--- src/rtl/pipeline_ifetch_responder.sv ---
// rtl/pipeline_ifetch_responder.sv - instruction fetch responder with ROM/DRAM split and one-line buffer
module pipeline_ifetch_responder #(
   parameter logic [63:0] DRAM_BASE = 64'h0000_0000_8000_0000
) (
   input  logic        clk,
   input  logic        reset,
   input  logic        fetch_req,
   input  logic [63:0] fetch_addr,
   input  logic        flush,
   input  logic        fence_i,
   output logic        if_channel_sel,
   output logic [31:0] dram_dout,
   output logic        dram_data_ready,
   output logic        fetch_busy,
   output logic        mem_req,
   output logic [63:0] mem_addr,
   input  logic        mem_ack,
   input  logic [63:0] mem_rdata
);

   typedef enum logic [1:0] {IDLE, MISS, RESP} state_t;

   state_t      state;
   logic        buf_valid;
   logic [60:0] buf_tag;
   logic [63:0] buf_data;
   logic        drop;
   logic        fence_seen;
   logic [63:2] req_addr;
   logic        ready_q;

   logic        is_dram;
   logic        is_hit;
   logic        unused_addr_lsbs;

   assign is_dram          = (fetch_addr >= DRAM_BASE);
   assign is_hit           = buf_valid && (fetch_addr[63:3] == buf_tag) && !fence_i;
   assign unused_addr_lsbs = ^fetch_addr[1:0];

   // A miss response is launched at the ack edge; a flush landing in RESP still masks it.
   assign dram_data_ready  = ready_q && !((state == RESP) && flush);

   always_ff @(posedge clk) begin
      if (!reset) begin
         state          <= IDLE;
         buf_valid      <= 1'b0;
         buf_tag        <= '0;
         buf_data       <= '0;
         drop           <= 1'b0;
         fence_seen     <= 1'b0;
         req_addr       <= '0;
         ready_q        <= 1'b0;
         if_channel_sel <= 1'b0;
         dram_dout      <= '0;
         fetch_busy     <= 1'b0;
         mem_req        <= 1'b0;
         mem_addr       <= '0;
      end else begin
         ready_q <= 1'b0;
         if (fence_i)
            buf_valid <= 1'b0;

         case (state)
            IDLE: begin
               if (fetch_req && !flush) begin
                  if_channel_sel <= is_dram;
                  if (is_dram) begin
                     if (is_hit) begin
                        dram_dout <= fetch_addr[2] ? buf_data[63:32] : buf_data[31:0];
                        ready_q   <= 1'b1;
                     end else begin
                        req_addr   <= fetch_addr[63:2];
                        mem_req    <= 1'b1;
                        mem_addr   <= {fetch_addr[63:3], 3'b000};
                        fetch_busy <= 1'b1;
                        drop       <= 1'b0;
                        fence_seen <= 1'b0;
                        state      <= MISS;
                     end
                  end
               end
            end

            MISS: begin
               if (flush)
                  drop <= 1'b1;
               if (fence_i)
                  fence_seen <= 1'b1;
               if (mem_ack) begin
                  buf_data  <= mem_rdata;
                  buf_tag   <= req_addr[63:3];
                  buf_valid <= !(fence_seen || fence_i);
                  mem_req   <= 1'b0;
                  state     <= RESP;
                  if (!(drop || flush)) begin
                     dram_dout <= req_addr[2] ? mem_rdata[63:32] : mem_rdata[31:0];
                     ready_q   <= 1'b1;
                  end
               end
            end

            RESP: begin
               fetch_busy <= 1'b0;
               drop       <= 1'b0;
               state      <= IDLE;
            end

            default: state <= IDLE;
         endcase
      end
   end

endmodule

--- config.mk ---
export PLATFORM = sky130hd
export DESIGN_NAME = pipeline_ifetch_responder
export DESIGN_NICKNAME = d
export VERILOG_FILES = /design/src/rtl/pipeline_ifetch_responder.sv
export SDC_FILE = /design/constraint.sdc
export NUM_CORES = 1
export LEC_CHECK = 0
export ABC_AREA = 1
export BUFFER_PORTS_ARGS = -buffer_cell sky130_fd_sc_hd__buf_2
export CORE_ASPECT_RATIO = 0.5
export CORE_UTILIZATION = 45
export CTS_BUF_LIST = sky130_fd_sc_hd__clkbuf_8
export CTS_CLUSTER_DIAMETER = 150
export DETAILED_ROUTE_END_ITERATION = 16
export PLACE_DENSITY = 0.69
export SLEW_MARGIN = 0
export SYNTH_ARGS = -nofsm -noshare
export SYNTH_HDL_FRONTEND = slang
export SYNTH_SLANG_ARGS = --single-unit
--- constraint.sdc ---
create_clock -name clk -period 4.2 [get_ports clk]
set_input_delay 0.21 -clock clk [delete_from_list [all_inputs] [get_ports clk]]
set_output_delay 0.21 -clock clk [all_outputs]
set_load 0.1 [all_outputs]
## Word-level counts from Yosys, hierarchy flattened

Index checks and enable logic that the tools add are counted.

| word-level totals | value |
|---|---|
| logic and storage cells | 85 |
| register bits | 289 |

| cells by class | value |
|---|---|
| order comparisons | 1 |
| bitwise logic cells | 1 |
| equality and inequality tests | 11 |
| reductions and logical operators | 24 |
| mux-type cells | 35 |

Operators by type and width:

| operator | number |
|---|---|
| 32-bit 2-to-1 mux | 7 |
| 64-bit by 32-bit >= comparator with 1-bit output, second input constant | 1 |
| 32-bit case mux with 2 select lines | 1 |
| 61-bit == test | 1 |
| 1-bit 2-to-1 mux | 17 |
| 2-bit inequality test, second input constant | 8 |
| 5-bit AND reduction | 3 |
| 4-bit AND reduction | 3 |
| 2-bit 2-to-1 mux | 4 |
| 1-bit case mux with 2 select lines | 4 |
| 6-bit AND reduction | 1 |
| 1-bit logical AND | 5 |
| 1-bit logical NOT | 4 |
| 2-bit case mux with 2 select lines | 1 |
| 2-bit AND reduction | 2 |
| 2-bit nonzero test | 2 |
| 1-bit case mux with 3 select lines | 1 |
| 3-bit nonzero test | 1 |
| 2-bit by 1-bit == test with 1-bit output, second input constant | 1 |
| 2-bit == test, second input constant | 1 |
| 2-bit logical NOT | 1 |
| 1-bit logical OR | 2 |
| 1-bit NOT | 1 |

## Logic depth before layout (Yosys ltp)

Gate-level depths: netlist (run 1).

| logic depth | value |
|---|---|
| depth in word-level cells | 7 |
| mapped depth | 14 |
| depth with buffers taken out | 13 |

## Worst setup path before layout (run 1)

OpenSTA, ideal clock, no wires.

| path | value |
|---|---|
| path kind | register to register |
| start | register buf_valid |
| end | register dram_dout[0] |
| data arrival time | 1,508 ps |
| period minus slack after synthesis | 1,623 ps |
| stages on the path, launching flop included | 14 |
| buffers on the path | 2 |
| required time | 4,085 ps |
| library setup time | 115 ps |
| slack | 2,577 ps |
| path through | dfxtp_1 -> inv_1 -> nor2_1 -> nand2_1 -> nor2_1 -> nand2_1 -> nor2_1 -> nand2_1 -> nor2_4 -> nand3_1 -> buf_4 -> buf_4 -> a21oi_1 -> nor2_1 |

| on the way | value |
|---|---|
| cells in the longest elaborated chain, start to end | 4 |

Ends and longest elaborated chain:

| what | line | text |
|---|---|---|
| from (decl) | 24 | `logic buf_valid;` |
| from (signal assigned) | 92 | `buf_valid <= !(fence_seen \|\| fence_i);` |
| 1-bit logical AND (2 in a row) | 37 | `assign is_hit = buf_valid && (fetch_addr[63:3] == buf_tag) && !fence_i;` |
| 2-bit inequality test (no line) | - |  |
| 6-bit AND reduction (no line) | - |  |
| to (signal assigned) | 69 | `dram_dout <= fetch_addr[2] ? buf_data[63:32] : buf_data[31:0];` |
| to (signal assigned) | 96 | `dram_dout <= req_addr[2] ? mem_rdata[63:32] : mem_rdata[31:0];` |
| to (decl) | 12 | `output logic [31:0] dram_dout,` |

No other way between the ends.
A chain may end at the register's enable or synchronous reset.

## Worst setup path after layout (run 1)

| path | value |
|---|---|
| start | input fetch_addr[23] |
| end | register req_addr[11] (netlist bit) |

| on the way | value |
|---|---|
| cells in the longest elaborated chain, start to end | 5 |

Ends and longest elaborated chain:

| what | line | text |
|---|---|---|
| from (decl) | 8 | `input logic [63:0] fetch_addr,` |
| parallel branches: the longest is 4 deep, another holds 64-bit by 32-bit >= comparator with 1-bit output | - |  |
| 4-bit AND reduction (no line) (*) | - |  |
| to (signal assigned) | 72 | `req_addr <= fetch_addr[63:2];` |
| to (decl) | 29 | `logic [63:2] req_addr;` |

Mark *: on every way between the ends.

==> results.toml, run 1 <==
[status]
status = "finished, violations left"
violations = "design-rule violations"

[global_routing]
antenna_found_initial = 0
grt_pass1_wl_um = 50600
grtUsageTotal = 0.244
grt_max_degree = 124
grt-ovfl-total = 0
grt_pass1_vias = 10076

[critical_path]
worstSetupEndpoint = "req_addr[11]"
r2r-end = "req_addr[11]"
critPathCaptureType = "flop"
cp-start-kind = "primary input"
crit_chain = "dlygate4sd3_1 -> buf_2 -> inv_1 -> nand2_1 -> nand2_1 -> nor2_1 -> nand2_1 -> nor2_1 -> nand2_1 -> nor2_4 -> nand2_4 -> nand2_2 -> buf_4 -> nand2_1 -> a21oi_1"
crit_type = "primary input to flop"
regToRegStartpoint = "buf_tag[32]"
startpoint = "fetch_addr[23]"
rrSetupSlack_ns = 1.53
slowest_stage = "dlygate4sd3_1"
crit_path_max_fanout = 63
crit_required_ns = 4.62
cpMostUsedCell = "nand2_1"
arrival_ns = 3.12
critPathMaxStageDelay_ns = 0.56
rr_worst_depth = 13

[drt]
top_layer_used = "met4"
wl_um = 31100
post_drt_via_cell_ratio = 4.97
met3_wirelength_um = 1600
m1WireLength_um = 14200
wire_per_inst_um = 14.1
drtIter0Drc = 801
ant_nets = 0
num_vias = 10963
dr.pass1.iters = 11
wl_met2_um = 14800
drc = 1

[power_and_ir_drop]
peakVddDrop_v = 0.000288
power_leakage_nw = 6.36
finalPower_mw = 5.07
power_density_nw_per_um2 = 372

[clock_network]
cts_tree = "done"
cts_root_buf = "clkbuf_8"
htreeDepth = 2
path_clk_slew_ns = 0.06
cts_buffers = 35
clock_sinks = 228
cts-resized-gates = 0
clk_latency_ns = 0.52
cts_buffer_depth = 3

[layout]
instances_no_fill = 2207
drive_gt1_frac = 0.178
area_growth_pct = 24.0
diodes = 0
final_core_util = 0.569
fin_nets = 2002
final_common_cell = "nand2_1"
final_cell_mix = "272 x nand2_1, 254 x nor2_1, 228 x dfxtp_1, 227 x buf_2, 184 x a21oi_1"

[logic_synthesis]
syn_area_um2 = 11000
synth-seq-cells = 228
seq_area_frac_synth = 0.415
yosys.cell_types.count = 24
synth_cells = 1632
avgSynthCellArea_um2 = 6.74
synth_warnings = 0

[placed_design]
place_inst = 2022
port_buffers = 228
finalWeightedCongestion = 0.819
hpwl_um = 17900

[sta]
finClkSkew_ns = 0.0234
finalSetupViolations = 0
post-route-period-util = 0.642
rsz0062_at_grt = "no"
hold_violations = 0
period_minus_slack_ns = 2.70
fmax_mhz = 371
relSlewSlack = 0.314
worstMarginPinSlew_ns = 1.03
drv_slew = 0
tns_ns = 0

[die]
std_cell_rows = 40
io_pins = 234
die_y_um = 113
dieArea_um2 = 25100
dieWidth_um = 223
initial_core_util = 0.459
coreArea_um2 = 24000

[job]
max_cap_viol_count = 0

[hold_path]
hold_class = "primary input to flop"
[report_power, final]
| part | leakage [nW] | internal, mW | switching (mW) |
|---|---|---|---|
| Clock | 0.402 | 0.961 | 0.880 |
| Combinational | 4.11 | 0.282 | 0.643 |
| Sequential | 1.86 | 2.26 | 0.0489 |
| Total | 6.36 | 3.50 | 1.57 |
[worst max-delay path, delay by kind of cell]
| family | cells | cell delay [ns] |
|---|---|---|
| AOI/OAI and AO/OA | 1 | 0.17 |
| and+or+nand+nor | 10 | 1.51 |
| buffers and inverters | 4 | 1.22 |
[per-layer routing]
layer / global-route usage / up-vias
met5: 0 / -
met4: 0.0639 / 0
met3: 0.0406 / 46
met2: 0.412 / 310
met1: 0.324 / 4979
li1: - / 5628
[how the worst min path moves through the flow]
stage                        start            to  slack [ns]  cells past startpoint
floorplan             mem_rdata[1]   buf_data[1]        0.34                      2
global placement        fence_seen    fence_seen        0.44                      2
detailed placement      fence_seen    fence_seen        0.44                      2
CTS                 fetch_addr[42]  req_addr[42]      0.0001                      3
global route        fetch_addr[42]  req_addr[42]        0.01                      3
finish              fetch_addr[42]  req_addr[42]        0.03                      3
[state kept, by name, summed over array words and instances, names as in the netlist, 2 cells and up]
name and count:
buf_data 64, buf_tag 61, dram_dout 32, req_addr 62, state 2
[repair_timing]
item | in CTS | in global routing
buffers inserted | 0 | 0
hold endpoints to repair | 124 | 0
hold buffers | 124 | 0
[stage by stage]
step	hold slack, ns	setup slack (ns)	instance area, µm²
2_1_floorplan	0.345	2.58	11000
3_3_place_gp	0.436	1.56	11700
3_5_place_dp	0.443	1.51	11700
4_1_cts	0.000141	1.50	13600
5_1_grt	0.0146	1.27	13600
6_report	0.0295	1.50	13600
[synthesized netlist by cell type, drive strengths merged]
cell | number | area [µm²]
nand2 | 284 | 1100
nor2 | 258 | 991
dfxtp | 228 | 4560
a21oi | 195 | 1010
inv | 172 | 646
o21ai | 172 | 861
nand3 | 107 | 536
buf | 95 | 698
clkbuf | 75 | 282
o22ai | 32 | 200
xnor2 | 4 | 35.0
xor2 | 4 | 35.0
nand4 | 3 | 18.8
conb | 1 | 3.75
nor3 | 1 | 5.00
o211a | 1 | 10.0
[area by class of cell]
type                       count  area, µm²
fill                        2309      10300
clock buffer                  45        619
multi-input combinational   1064       4850
clock inverter                16       66.3
sequential                   228       4560
tap                          315        394
inverter                     172        651
timing repair buffer         367       2500
[cell families after synthesis]
family,count (synthesis),share of synthesized area
simple gates,653,0.241
compound gates,400,0.190
buf+inv,342,0.148
flops,228,0.415
xor+xnor,8,0.00637
other cells,1,0.000341
Power figures use the tool's default switching activity.
==> run 2, diff against run 1 <==
--- a/config.mk
+++ b/config.mk
@@ -5,7 +5,7 @@
 export SDC_FILE = /design/constraint.sdc
 export NUM_CORES = 1
 export LEC_CHECK = 0
-export ABC_AREA = 1
+export ABC_AREA = 0
 export BUFFER_PORTS_ARGS = -buffer_cell sky130_fd_sc_hd__buf_2
 export CORE_ASPECT_RATIO = 0.5
 export CORE_UTILIZATION = 45
==> constraint.sdc (replaced) <==
create_clock -name clk -period 2.7 [get_ports clk]
set_input_delay 0.135 -clock clk [delete_from_list [all_inputs] [get_ports clk]]
set_output_delay 0.135 -clock clk [all_outputs]
set_load 0.1 [all_outputs]
==> run 2 against run 1 <==
The run now ends clean. Power up 53%. Sequential share of layout area down 0.37 points. Count of clock-buffer cells in the layout down 4. Critical path type unchanged.
==> results.toml, run 2 <==
[status]
status = "completed"

[layout]
regMostFlops = "buf_data"
largest_reg_flops = 64
fillCellCount = 2005
instances_no_fill = 1951
drive_gt1_frac = 0.187
final_cell_mix = "411 x nand2_1, 227 x dfxtp_1, 227 x buf_2, 160 x a21oi_1, 130 x dlygate4sd3_1"
multi_input_comb_area_um2 = 5470
area_growth_pct = 26.2
largest_registers = "buf_data x64, req_addr x62, buf_tag x61"
fin_nets = 1757
final_common_cell = "nand2_1"
final_area_um2 = 13800
register_area_um2 = 4570

[power_and_ir_drop]
p_sw_mw = 2.32
power_frac_seq = 0.452
clockPowerShare = 0.375
swShare = 0.299
p_int_mw = 5.44
power_leakage_nw = 5.63
combPwrFrac = 0.173
peakVddDrop_v = 0.000325
power_density_nw_per_um2 = 563

[placed_design]
place_area_um2 = 11800
port_buffers = 228
finalWeightedCongestion = 0.812
place_ws_ns = 0.267
hpwl_um = 20200
place_inst = 1762

[drt]
drc = 0
dr.pass1.iters = 5
wl_um = 31900
drtIter0Drc = 685
wire_per_inst_um = 16.4
post_drt_via_cell_ratio = 5.33
ant_nets = 0
num_vias = 10404

[critical_path]
arrival_ns = 2.85
crit_chain = "dlygate4sd3_1 -> buf_2 -> xor2_1 -> nor4_1 -> nand4_1 -> nor4_4 -> buf_12 -> a211o_1 -> nand3_1"
crit_type = "primary input to flop"
crit_required_ns = 3.08
critPathCaptureType = "flop"
slowest_stage = "dlygate4sd3_1"
cp-start-kind = "primary input"
crit_path_max_fanout = 65
worst-path-buf-inv = 3
cpLargestDelayFamily = "simple AND/OR/NAND/NOR gates"
critPathMaxStageDelay_ns = 0.53

[sta]
period_minus_slack_ns = 2.46
worstMarginPinSlew_ns = 0.855
fmax_mhz = 406
finalSetupViolations = 0
relSlewSlack = 0.429
post-route-period-util = 0.912
tns_ns = 0
setup_ws_ns = 0.237
drv_slew = 0
fin_hold_ws_ns = 0.0592
finClkSkew_ns = 0.0198
rsz0062_at_grt = "no"
hold_violations = 0

[logic_synthesis]
yosys.cell_types.count = 31
synth_top_area_share = 0.417
async_reset_ff_frac = 0
syn_area_um2 = 10900
synth-seq-cells = 228
ys_dominant_reg_cell = "dfxtp_1"
avgSynthCellArea_um2 = 7.91
synth-edff-count = 0
synth_area_leaders = "dfxtp_1 42%, nand2_1 14%, mux2i_1 8.7%"
seq_area_frac_synth = 0.417
synth.most_common_cell = "nand2_1"
synth_largest_area_cell = "dfxtp_1"
synth_warnings = 0
synth_cells = 1383
synth_common_cells = "412 x nand2_1, 228 x dfxtp_1, 160 x a21oi_1"

[clock_network]
cts_setup_buffers = 0
cts_tree = "done"
clock_sinks = 228
cts_buffer_depth = 3
ctsHoldBuffers = 130
cts_buffers = 36
path_clk_slew_ns = 0.06
cts-resized-gates = 0
clk_latency_ns = 0.52
cts_root_buf = "clkbuf_8"
htreeDepth = 2

[job]
max_cap_viol_count = 0

[die]
std_cell_rows = 39
dieWidth_um = 222
dieArea_um2 = 25000
die_y_um = 112
io_pins = 234
initial_core_util = 0.469
coreArea_um2 = 23300

[global_routing]
antenna_found_initial = 1
grt_pass1_wl_um = 51000
grt_max_degree = 137
grtUsageTotal = 0.252
grt-ovfl-total = 0
grt_pass1_vias = 10120

[hold_path]
hold_class = "primary input to flop"
run 2: cell types whose count changed after synthesis, sizes merged, moves of 35 or more:
cell / delta
o21ai: -172
xor2: +57
nand4: +35
mux2i: +95
nand3: -44
nor2: -250
a21oi: -35
inv: -171
nand2: +128
run 2: cell families after synthesis:
logic type      count (synthesis)  synth area share
compound gates                229             0.124
xor+xnor                       61            0.0489
buf+inv                       179            0.0877
flops                         228             0.417
mux                            95            0.0870
other cells                     1          0.000343
simple gates                  590             0.234
run 2: final cells by class:
| type | instances | area share |
|---|---|---|
| repair buffers | 377 | 0.194 |
| clock buffers | 41 | 0.0409 |
| diodes | 1 | 0.000181 |
| multi-input cells | 978 | 0.396 |
| flip-flops and latches | 228 | 0.331 |
| well taps | 307 | 0.0278 |
| inverters | 2 | 0.000726 |
| clock inverters | 17 | 0.00898 |
run 2: metrics by stage:
step	util	power [mW]
after floorplan	-	4.50
after global placement	0.506	4.75
after detailed placement	0.506	4.77
after CTS	0.591	7.85
after global routing	0.591	8.12
final	0.591	7.77
run 2: final timing paths:
kind	startpoint	endpoint	slack, ns	cells past startpoint
worst max-delay path	fetch_addr[42]	dram_dout[12]	0.24	9
worst min-delay path	fetch_req	drop	0.06	4
worst max register to register	buf_tag[39]	dram_dout[12]	0.24	7
worst min register to register	buf_data[16]	buf_data[16]	0.45	2
run 2: metal layers:
| metal | up-vias | share of wire | track usage |
|---|---|---|---|
| met4 | 0 | 0.036 | 0.103 |
| met1 | 4925 | 0.43 | 0.314 |
| met3 | 87 | 0.048 | 0.0455 |
| li1 | 5080 | - | - |
| met5 | - | 0 | 0 |
| met2 | 312 | 0.48 | 0.436 |
run 2: worst min-delay path, stage by stage:
cell and delay (ns):
buf_2 0.10, nand2_1 0.06, nor3_1 0.06, nor3_1 0.16
run 2: power groups by stage:
stage               clock [mW]  sequential, mW  combinational [mW]
global placement             0            3.58                1.17
global route              3.18            3.52                1.42
detailed placement           0            3.59                1.18
CTS                       3.00            3.51                1.33
finish                    2.91            3.51                1.34
floorplan                    0            3.62               0.880
